File: config.mk
export PLATFORM = sky130hd
export DESIGN_NAME = clkdiv_ratio_ctrl
export DESIGN_NICKNAME = d
export VERILOG_FILES = /design/src/rtl/clkdiv_ratio_ctrl.sv
export SDC_FILE = /design/constraint.sdc
export NUM_CORES = 1
export LEC_CHECK = 0
export CAP_MARGIN = 5
export CORE_MARGIN = 8
export CORE_UTILIZATION = 60
export DETAILED_ROUTE_END_ITERATION = 10
export DONT_BUFFER_PORTS = 1
export GPL_ROUTABILITY_DRIVEN = 0
export MAX_ROUTING_LAYER = met4
export PLACE_DENSITY = 0.76
export SYNTH_ARGS = -nofsm -noshare
export SYNTH_HDL_FRONTEND = slang
export SYNTH_SLANG_ARGS = --single-unit
File: constraint.sdc
create_clock -name i_ref_clk -period 3.6 [get_ports i_ref_clk]
set_input_delay 0.18 -clock i_ref_clk [delete_from_list [all_inputs] [get_ports i_ref_clk]]
set_output_delay 0.18 -clock i_ref_clk [all_outputs]
set_load 0.02 [all_outputs]
File: src/rtl/clkdiv_ratio_ctrl.sv
// Configuration sequencer for the UART bit-rate clock divider: owns the divider enable and ratio,
// and applies every ratio change as gate -> load -> settle -> re-enable.
module clkdiv_ratio_ctrl #(
    parameter int unsigned RATIO_WD   = 4,
    parameter int unsigned GATE_CYC   = 2,
    parameter int unsigned SETTLE_CYC = 2,
    parameter int unsigned DEF_RATIO  = 4
) (
    input  logic                i_ref_clk,
    input  logic                i_rst,
    input  logic                i_en,
    input  logic                i_cfg_valid,
    input  logic [RATIO_WD-1:0] i_cfg_ratio,
    output logic                o_cfg_ready,
    input  logic [5:0]          i_prescale,
    output logic                o_clk_en,
    output logic [RATIO_WD-1:0] o_div_ratio,
    output logic                o_busy,
    output logic                o_done,
    output logic                o_err
);

    typedef enum logic [1:0] {
        StIdle,
        StGate,
        StLoad,
        StSettle
    } state_e;

    localparam logic [RATIO_WD-1:0] DefRatio   = RATIO_WD'(DEF_RATIO);
    localparam logic [3:0]          GateLast   = 4'(GATE_CYC - 1);
    localparam logic [3:0]          SettleLast = 4'(SETTLE_CYC - 1);

    state_e              state_q, state_d;
    logic [3:0]          cnt_q, cnt_d;
    logic [RATIO_WD-1:0] pending_q, pending_d;
    logic [RATIO_WD-1:0] div_ratio_q, div_ratio_d;
    logic [5:0]          prescale_q, prescale_d;
    logic                clk_en_q, clk_en_d;
    logic                err_q, err_d;

    logic                presc_chg;
    logic                presc_legal;
    logic [RATIO_WD-1:0] presc_ratio;

    assign presc_chg = (i_prescale != prescale_q);

    always_comb begin
        presc_legal = 1'b1;
        presc_ratio = DefRatio;
        case (i_prescale)
            6'd32:   presc_ratio = RATIO_WD'(1);
            6'd16:   presc_ratio = RATIO_WD'(2);
            6'd8:    presc_ratio = RATIO_WD'(4);
            default: begin
                presc_legal = 1'b0;
                presc_ratio = '0;
            end
        endcase
    end

    always_comb begin
        state_d     = state_q;
        cnt_d       = cnt_q;
        pending_d   = pending_q;
        div_ratio_d = div_ratio_q;
        prescale_d  = prescale_q;
        err_d       = 1'b0;

        unique case (state_q)
            StIdle: begin
                // An explicit request beats a prescale change; prescale_q is left alone so the
                // change is re-detected once the controller is idle again.
                if (i_cfg_valid) begin
                    if (i_cfg_ratio != div_ratio_q) begin
                        pending_d = i_cfg_ratio;
                        cnt_d     = '0;
                        state_d   = StGate;
                    end
                end else if (presc_chg) begin
                    prescale_d = i_prescale;
                    if (presc_legal) begin
                        if (presc_ratio != div_ratio_q) begin
                            pending_d = presc_ratio;
                            cnt_d     = '0;
                            state_d   = StGate;
                        end
                    end else begin
                        err_d = 1'b1;
                    end
                end
            end
            StGate: begin
                if (cnt_q == GateLast) begin
                    cnt_d   = '0;
                    state_d = StLoad;
                end else begin
                    cnt_d = cnt_q + 4'd1;
                end
            end
            StLoad: begin
                div_ratio_d = pending_q;
                cnt_d       = '0;
                state_d     = StSettle;
            end
            StSettle: begin
                if (cnt_q == SettleLast) begin
                    cnt_d   = '0;
                    state_d = StIdle;
                end else begin
                    cnt_d = cnt_q + 4'd1;
                end
            end
            default: begin
                cnt_d   = '0;
                state_d = StIdle;
            end
        endcase

        // Enable is only granted when the controller will be idle, so ratio and enable never
        // move together.
        clk_en_d = (state_d == StIdle) & i_en;
    end

    always_ff @(posedge i_ref_clk or posedge i_rst) begin
        if (i_rst) begin
            state_q     <= StIdle;
            cnt_q       <= '0;
            pending_q   <= DefRatio;
            div_ratio_q <= DefRatio;
            prescale_q  <= '0;
            clk_en_q    <= 1'b0;
            err_q       <= 1'b0;
        end else begin
            state_q     <= state_d;
            cnt_q       <= cnt_d;
            pending_q   <= pending_d;
            div_ratio_q <= div_ratio_d;
            prescale_q  <= prescale_d;
            clk_en_q    <= clk_en_d;
            err_q       <= err_d;
        end
    end

    assign o_clk_en    = clk_en_q;
    assign o_div_ratio = div_ratio_q;
    assign o_err       = err_q;
    assign o_busy      = (state_q != StIdle);
    assign o_cfg_ready = (state_q == StIdle);
    assign o_done      = (state_q == StSettle) && (cnt_q == SettleLast);

endmodule

# Word level (Yosys, flattened, before mapping)
# Cells that the tools add are included.
# op_classes
eq_ne	15
n_reduce_logical	12
add_sub_neg	1
mux	26
n_bitwise	2
# op_table
operator	n
$mux W4	11
$mux W2	7
$ne A3 B2 Y1 const B	4
$pmux W4 S3	1
$pmux W3 S3	1
$ne A4 B4 Y1	2
$pmux W2 S4	1
$reduce_bool A2 Y1	4
$eq A6 B4 Y1 const B	1
$eq A6 B5 Y1 const B	1
$eq A6 B6 Y1 const B	1
$ne A6 B6 Y1	1
$mux W1	5
$reduce_and A5 Y1	1
$add A4 B1 Y4 const B	1
$eq A2 B2 Y1 const B	2
$eq A4 B1 Y1 const B	1
$logic_not A2 Y1	2
$reduce_and A4 Y1	1
$reduce_and A3 Y1	1
$reduce_or A3 Y1	1
$eq A2 B1 Y1 const B	1
$ne A2 B1 Y1 const B	1
$reduce_or A2 Y1	1
other kinds (3)	3
# totals
in_bits	14
regBits	22
output_inout_bits	9
wordCells	63

# Depth between registers and ports, before layout
# Gate-level depths: netlist of the first run.
# depth
ltp_word	10
ltp_mapped	6
mapped_depth_nobuf	6

# Worst setup path after synthesis of the first run
# No wires, ideal clock.
# synth_timing
kind	register to register
startpoint	register div_ratio_q[3], in the netlist o_div_ratio[3]
endpoint	register pending_q[0]
slack_ns	1.679
stages_incl_launch_ff	6
t_arrival_ns	1.796
path_buffers	0
setup_time_ns	0.125
synth_period_minus_slack_ns	1.921
required_ns	3.475
path_cell_list	dfrtp_1 -> xor2_1 -> o41ai_1 -> nor2_1 -> a21oi_4 -> mux2_4
# synth_between
elab_chain_len	3
elab_cells_between_ends	5
classes_between	eq/ne: 3; reduce/logical: 2
# synth_rtl
element	line	text
from (decl)	37	logic [RATIO_WD-1:0] div_ratio_q, div_ratio_d;
from (signal assigned)	130	div_ratio_q <= DefRatio;
from (signal assigned)	138	div_ratio_q <= div_ratio_d;
$ne A4 B4 Y1, on equally long branches	75, 83	
$ne A2 B1 Y1 (no source line) or $reduce_bool A2 Y1 (tied branches)	-	
$reduce_and A5 Y1 (no source line) *	-	
to (signal assigned)	129	pending_q <= DefRatio;
to (signal assigned)	137	pending_q <= pending_d;
to (decl)	36	logic [RATIO_WD-1:0] pending_q, pending_d;
# Every way passes the cells marked *; elsewhere a longest branch is shown, timed or not.
# A chain may end at the register's enable or synchronous reset.

# Worst setup path after layout of the first run
# Same ends and word-level chain as after synthesis.

==> results of run 1 <==
==> worst min-delay path by stage <==
stage | from | end | slack (ns) | cells past startpoint
3_5_place_dp | i_rst | cnt_q[0] | 0.28 | 1
3_3_place_gp | i_rst | o_clk_en | 0.26 | 1
4_1_cts | i_prescale[1] | prescale_q[1] | 0.006 | 1
6_report | i_en | o_clk_en | 0.01 | 2
2_1_floorplan | i_rst | cnt_q[0] | 0.17 | 1
5_1_grt | i_prescale[1] | prescale_q[1] | 0.0004 | 1
==> through the flow <==
stage	power (W)	hold slack, ns
6_report	0.000964	0.0143
3_5_place_dp	0.000836	0.283
2_1_floorplan	0.000762	0.168
3_3_place_gp	0.000817	0.262
5_1_grt	0.00104	0.000390
4_1_cts	0.000974	0.00586
==> final cells by class <==
type                       instances  share of cell area
clock buffer                       4              0.0267
inverter                           4              0.0110
multi-input combinational         85               0.509
sequential                        22               0.407
tap                               27              0.0248
timing repair buffer               3              0.0221
==> power by group <==
| group | internal, W | switching (W) | total, W |
|---|---|---|---|
| Clock | 0.0000617 | 0.0000730 | 0.000135 |
| Sequential | 0.000357 | 0.000124 | 0.000481 |
| Combinational | 0.000181 | 0.000167 | 0.000348 |
| Total | 0.000600 | 0.000364 | 0.000964 |
==> routing by layer <==
metal / GRT usage / share of wire / up-vias
met5: - / 0 / -
met4: 0.0682 / 0.013 / 0
met3: 0.0514 / 0.076 / 4
met2: 0.258 / 0.51 / 17
met1: 0.155 / 0.40 / 413
li1: - / - / 408
==> registers in the layout (all words and copies together) (netlist names) <==
register	count
cnt_q	4
prescale_q	6
o_err	1
o_div_ratio	4
o_clk_en	1
pending_q	4
state_q	2
==> cells in the final DEF (no fill, tap or decap), types with 3 or more instances in the layout <==
cell type	n
dlygate4sd3_1	3
nand3_1	5
a21o_1	3
clkbuf_4	3
mux2_4	3
nand2_1	11
o21ai_0	5
nor2_1	3
dfrtp_1	20
xor2_1	7
xnor2_1	7
inv_1	4
mux2_2	10
==> worst reg2reg max path: cells and delay by family, from the launching register on <==
kind / cells / cell delay (ns)
compound gates: 2 / 0.98
mux: 1 / 0.32
xor+xnor: 1 / 0.22
simple gates: 1 / 0.21
flops: 1 / 0.52
==> kinds of logic (layout without fill, tap and decap cells) <==
| logic type | after synthesis | after routing | share of synthesized area |
|---|---|---|---|
| AOI/OAI and AO/OA | 21 | 21 | 0.138 |
| xor gates and xnor gates | 14 | 14 | 0.0966 |
| adders and majority gates | 2 | 2 | 0.0197 |
| buffers and inverters | 6 | 11 | 0.0187 |
| DFF | 22 | 22 | 0.436 |
| muxes | 13 | 13 | 0.124 |
| and+or+nand+nor | 35 | 35 | 0.167 |
==> impl_metrics.toml, run 1 <==
[die]
start_util = 0.640
die-area_sq_um = 3840
die_x_microns = 62.0
die-height_microns = 62.0
row_count = 16
fp.coreArea_sq_um = 1980
io_pins = 23

[detailed_routing]
drt-vias-per-instance = 5.81
wire_per_inst_microns = 17.1
antenna_left = 0
first_iter_violations = 27
dr.pass1.iters = 4
drc = 0
vias = 842
routed_wl_mm = 2.48

[global_routing]
overflow = 0
grt_pass1_wl_mm = 4.13
track_usage = 0.152
grt_max_degree = 23
antenna_found_initial = 0
grt_pass1_vias = 932

[clock_network]
clockBufferDepth = 2
clk_latency_ns = 0.30
cts.repair.resized = 0
cts_made_buffers = 3
post_cts_buffers = 0
cts_sinks = 22
clockRootBuffer = "clkbuf_4"
cts_tree = "done"
postCtsHoldBufs = 1
h-tree-depth = 1
path_clk_slew_ns = 0.12

[layout]
drive_gt1_frac = 0.237
area_growth_pct = 7.20
final_cells = 145
finish.instance_area_sq_um = 1360
fin_nets = 135
num-fill-cells = 159
multi_input_area_sq_um = 692
postLayoutCoreUtil = 0.686
seq_area_sq_um = 553
antennaDiodeCount = 0

[setup_path]
r2r-end = "pending_q[0]"
crit_cells = 5
rrSetupSlack_ns = 1.25
critPathKind = "register to register"
critPathCaptureType = "register"
worstPathArrival_ns = 2.55
cp_data_required_time_ns = 3.80
setup.worst_path.end = "pending_q[0]"
path_cells = "xor2_1, o41ai_1, nor2_1, a21oi_4, mux2_4"
crit_fanout = 4
cp-startpoint = "o_div_ratio[3]"
worstSetupStartpointType = "register"
cp_top_family = "compound AO/OA/AOI/OAI gates"
rr_startpoint = "o_div_ratio[3]"
cpPeakStageDelay_ns = 0.75
worst-path-buf-inv = 0
rr_worst_depth = 5
cpMaxStageDelayCell = "o41ai_1"

[sta]
period_share = 0.653
worstMarginPinSlew_ns = 0.819
hold_viol = 0
maxSlewViolCount = 0
min_period_ns = 2.35
setup_tns_ns = 0
setup_slack_ns = 1.25
setup_violations = 0
rsz0062_at_grt = "false"
slew_headroom = 0.454
fin_worst_skew_ns = 0.00162
fmax_mhz = 426

[synthesis]
synth-async-reset-ratio = 1.00
ys_warn_count = 0
synth_edf_count = 0
synth_top_area_share = 0.394
yosysMostFrequentCell = "dfrtp_1"
synth_nets = 129
syn_avg_cell_area_sq_um = 11.2
synth_commonest_cells = "dfrtp_1, nand2_1, mux2_2"
netlist_instances = 113
synthTopCellsByArea = "dfrtp_1, mux2_2, xnor2_1"
synth.yosys.seq_area_share = 0.436
ys.flop_type = "dfrtp_1"
synth_largest_area_cell = "dfrtp_1"
syn-cell-area_sq_um = 1270
ys_seq_elements = 22
ys_types = 39

[placement]
placedCellCount = 138
dpl.hpwl_mm = 1.93
portBuffers = 0
placed_area_sq_um = 1290
place_ws_ns = 1.34

[outcome]
status = "complete, no violations"

[pwr]
leakagePower_nw = 0.594
power.density_nw_per_um2 = 709
peakVddDrop_mv = 0.464

[flow_run]
maxCapViolations = 0

[hold_path]
hold_class = "input pin to register"
No activity file was read; power rests on OpenSTA's default activity.
==> inputs of run 2 (changes only) <==
Clock period 3.6 ns to 2.2 ns, I/O delays scaled along.
==> run 2 against run 1 <==
Power up 70%. Non-clock buffer count up 10. Flip-flop and latch count unchanged. Worst hold slack better by 0.0073 ns. Core utilization up 4.9 points. Combinational power up 81%. Register-to-register slack worse by 1.0 ns. Clock skew up 0.0029 ns. Global-route usage up 1.1 points. Critical path depth unchanged. Count of clock-buffer cells in the layout unchanged. Sequential power up 63%. Critical path type unchanged. Largest cell class unchanged.
==> impl_metrics.toml, run 2 (same netlist as run 1, synthesis figures left out) <==
[pwr]
power.density_nw_per_um2 = 1130
total_power_w = 0.00164
p_clk_frac = 0.138
combPwrFrac = 0.383
p_seq_frac = 0.479
leakagePower_nw = 0.642
p_switching_w = 0.000625
p_int_w = 0.00102
switching_share = 0.381
peakVddDrop_mv = 0.840

[setup_path]
worstPathArrival_ns = 2.17
cpMaxStageDelayCell = "dfrtp_1"
worstSetupStartpointType = "register"
cp_data_required_time_ns = 2.41
path_cells = "xor2_1, o41ai_2, nor2_1, a21oi_4, mux2_4"
critPathCaptureType = "register"
cpPeakStageDelay_ns = 0.52
critPathKind = "register to register"
rr_startpoint = "o_div_ratio[3]"
r2r-end = "pending_q[1]"
crit_fanout = 4
rr_worst_depth = 5
rrSetupSlack_ns = 0.24

[detailed_routing]
first_iter_violations = 23
routed_wl_mm = 2.68
dr.pass1.iters = 4
vias = 878
wire_per_inst_microns = 17.3
drt-vias-per-instance = 5.66
antenna_left = 0
drc = 0

[layout]
area_growth_pct = 14.9
final_common_cell = "dfrtp_1"
layout_common_cells = "dfrtp_1, nand2_1, mux2_2, dlygate4sd3_1"
largest_reg_flops = 6
num-fill-cells = 137
antennaDiodeCount = 0
top_register = "prescale_q"
seq_area_sq_um = 553
multi_input_area_sq_um = 699
drive_gt1_frac = 0.258
fin_nets = 145

[flow_run]
maxCapViolations = 0

[placement]
dpl.hpwl_mm = 1.98
portBuffers = 0

[sta]
setup_violations = 0
rsz0062_at_grt = "false"
slew_headroom = 0.447
fin_worst_skew_ns = 0.00453
setup_tns_ns = 0
period_share = 0.893
hold_viol = 0
maxSlewViolCount = 0
worstMarginPinSlew_ns = 0.828
fmax_mhz = 509
min_period_ns = 1.96

[clock_network]
cts_sinks = 22
h-tree-depth = 1
cts_made_buffers = 3
cts_tree = "done"
clk_latency_ns = 0.31
clockRootBuffer = "clkbuf_4"
path_clk_slew_ns = 0.12
post_cts_buffers = 0
clockBufferDepth = 2

[die]
io_pins = 23
start_util = 0.640
die-area_sq_um = 3840
die_x_microns = 62.0
row_count = 16
fp.coreArea_sq_um = 1980
die-height_microns = 62.0

[global_routing]
grt_pass1_wl_mm = 4.46
antenna_found_initial = 0
track_usage = 0.163
overflow = 0
grt_max_degree = 23
grt_pass1_vias = 979

[hold_path]
hold_class = "input pin to register"
holdPathEnd = "state_q[0]"
holdPathStages = 3
worstHoldStart = "i_cfg_valid"

[outcome]
status = "complete, no violations"
## run 2: cell types whose count changed in the layout (fill, tap and decap cells not counted)
cell           before  now
dlygate4sd3_1       3    9
buf_4               0    4
o41ai_1             1    0
o41ai_2             0    1
## run 2: metal layers
layer  routed length [microns]  track usage
met1                      1120        0.176
met2                      1360        0.276
met5                         0            -
met3                       172       0.0473
met4                        27       0.0617
## run 2: layout make-up
type | instances | area share
clock buffers | 4 | 0.0249
repair buffers | 13 | 0.0824
flip-flops and latches | 22 | 0.379
multi-input cells | 85 | 0.480
inverters | 4 | 0.0103
well taps | 27 | 0.0232
## run 2: worst max-delay path, delay by kind of cell (launching register included)
| family | cells | cell delay (ns) |
|---|---|---|
| compound gates | 2 | 0.66 |
| xor+xnor | 1 | 0.22 |
| flops | 1 | 0.52 |
| mux | 1 | 0.32 |
| simple gates | 1 | 0.15 |
## run 2: through the flow
stage | std cells | util | instance area [sq um] | setup WS (ns) | hold WS (ns)
2_1_floorplan | 113 | - | 1270 | 0.279 | 0.0977
3_3_place_gp | 142 | 0.668 | 1320 | 0.321 | 0.211
3_5_place_dp | 142 | 0.668 | 1320 | 0.135 | 0.209
4_1_cts | 155 | 0.732 | 1450 | 0.118 | 0.0201
5_1_grt | 155 | 0.735 | 1460 | 0.0938 | 0.00919
6_report | 155 | 0.735 | 1460 | 0.236 | 0.0215
## run 2: timing repair
action | 4_1_cts | 5_1_grt
resized for setup | 0 | 1
hold buffers | 9 | 0
endpoints found under the setup margin | 0 | 4
hold endpoints to repair | 28 | 0
## run 2: how the worst max path moves through the flow
stage	startpoint	endpoint	slack, ns	cells after the start
2_1_floorplan	o_div_ratio[3]	pending_q[0]	0.28	5
3_3_place_gp	o_div_ratio[1]	cnt_q[2]	0.32	6
3_5_place_dp	o_div_ratio[3]	pending_q[1]	0.14	5
4_1_cts	o_div_ratio[3]	pending_q[1]	0.12	5
5_1_grt	o_div_ratio[3]	cnt_q[1]	0.09	6
6_report	o_div_ratio[3]	pending_q[1]	0.24	5
## run 2: power groups by stage
stage / combinational [W] / sequential (W) / clock [W]
2_1_floorplan: 0.000491 / 0.000756 / 0
3_3_place_gp: 0.000588 / 0.000778 / 0
3_5_place_dp: 0.000612 / 0.000790 / 0
4_1_cts: 0.000627 / 0.000783 / 0.000226
5_1_grt: 0.000697 / 0.000813 / 0.000244
6_report: 0.000629 / 0.000785 / 0.000226
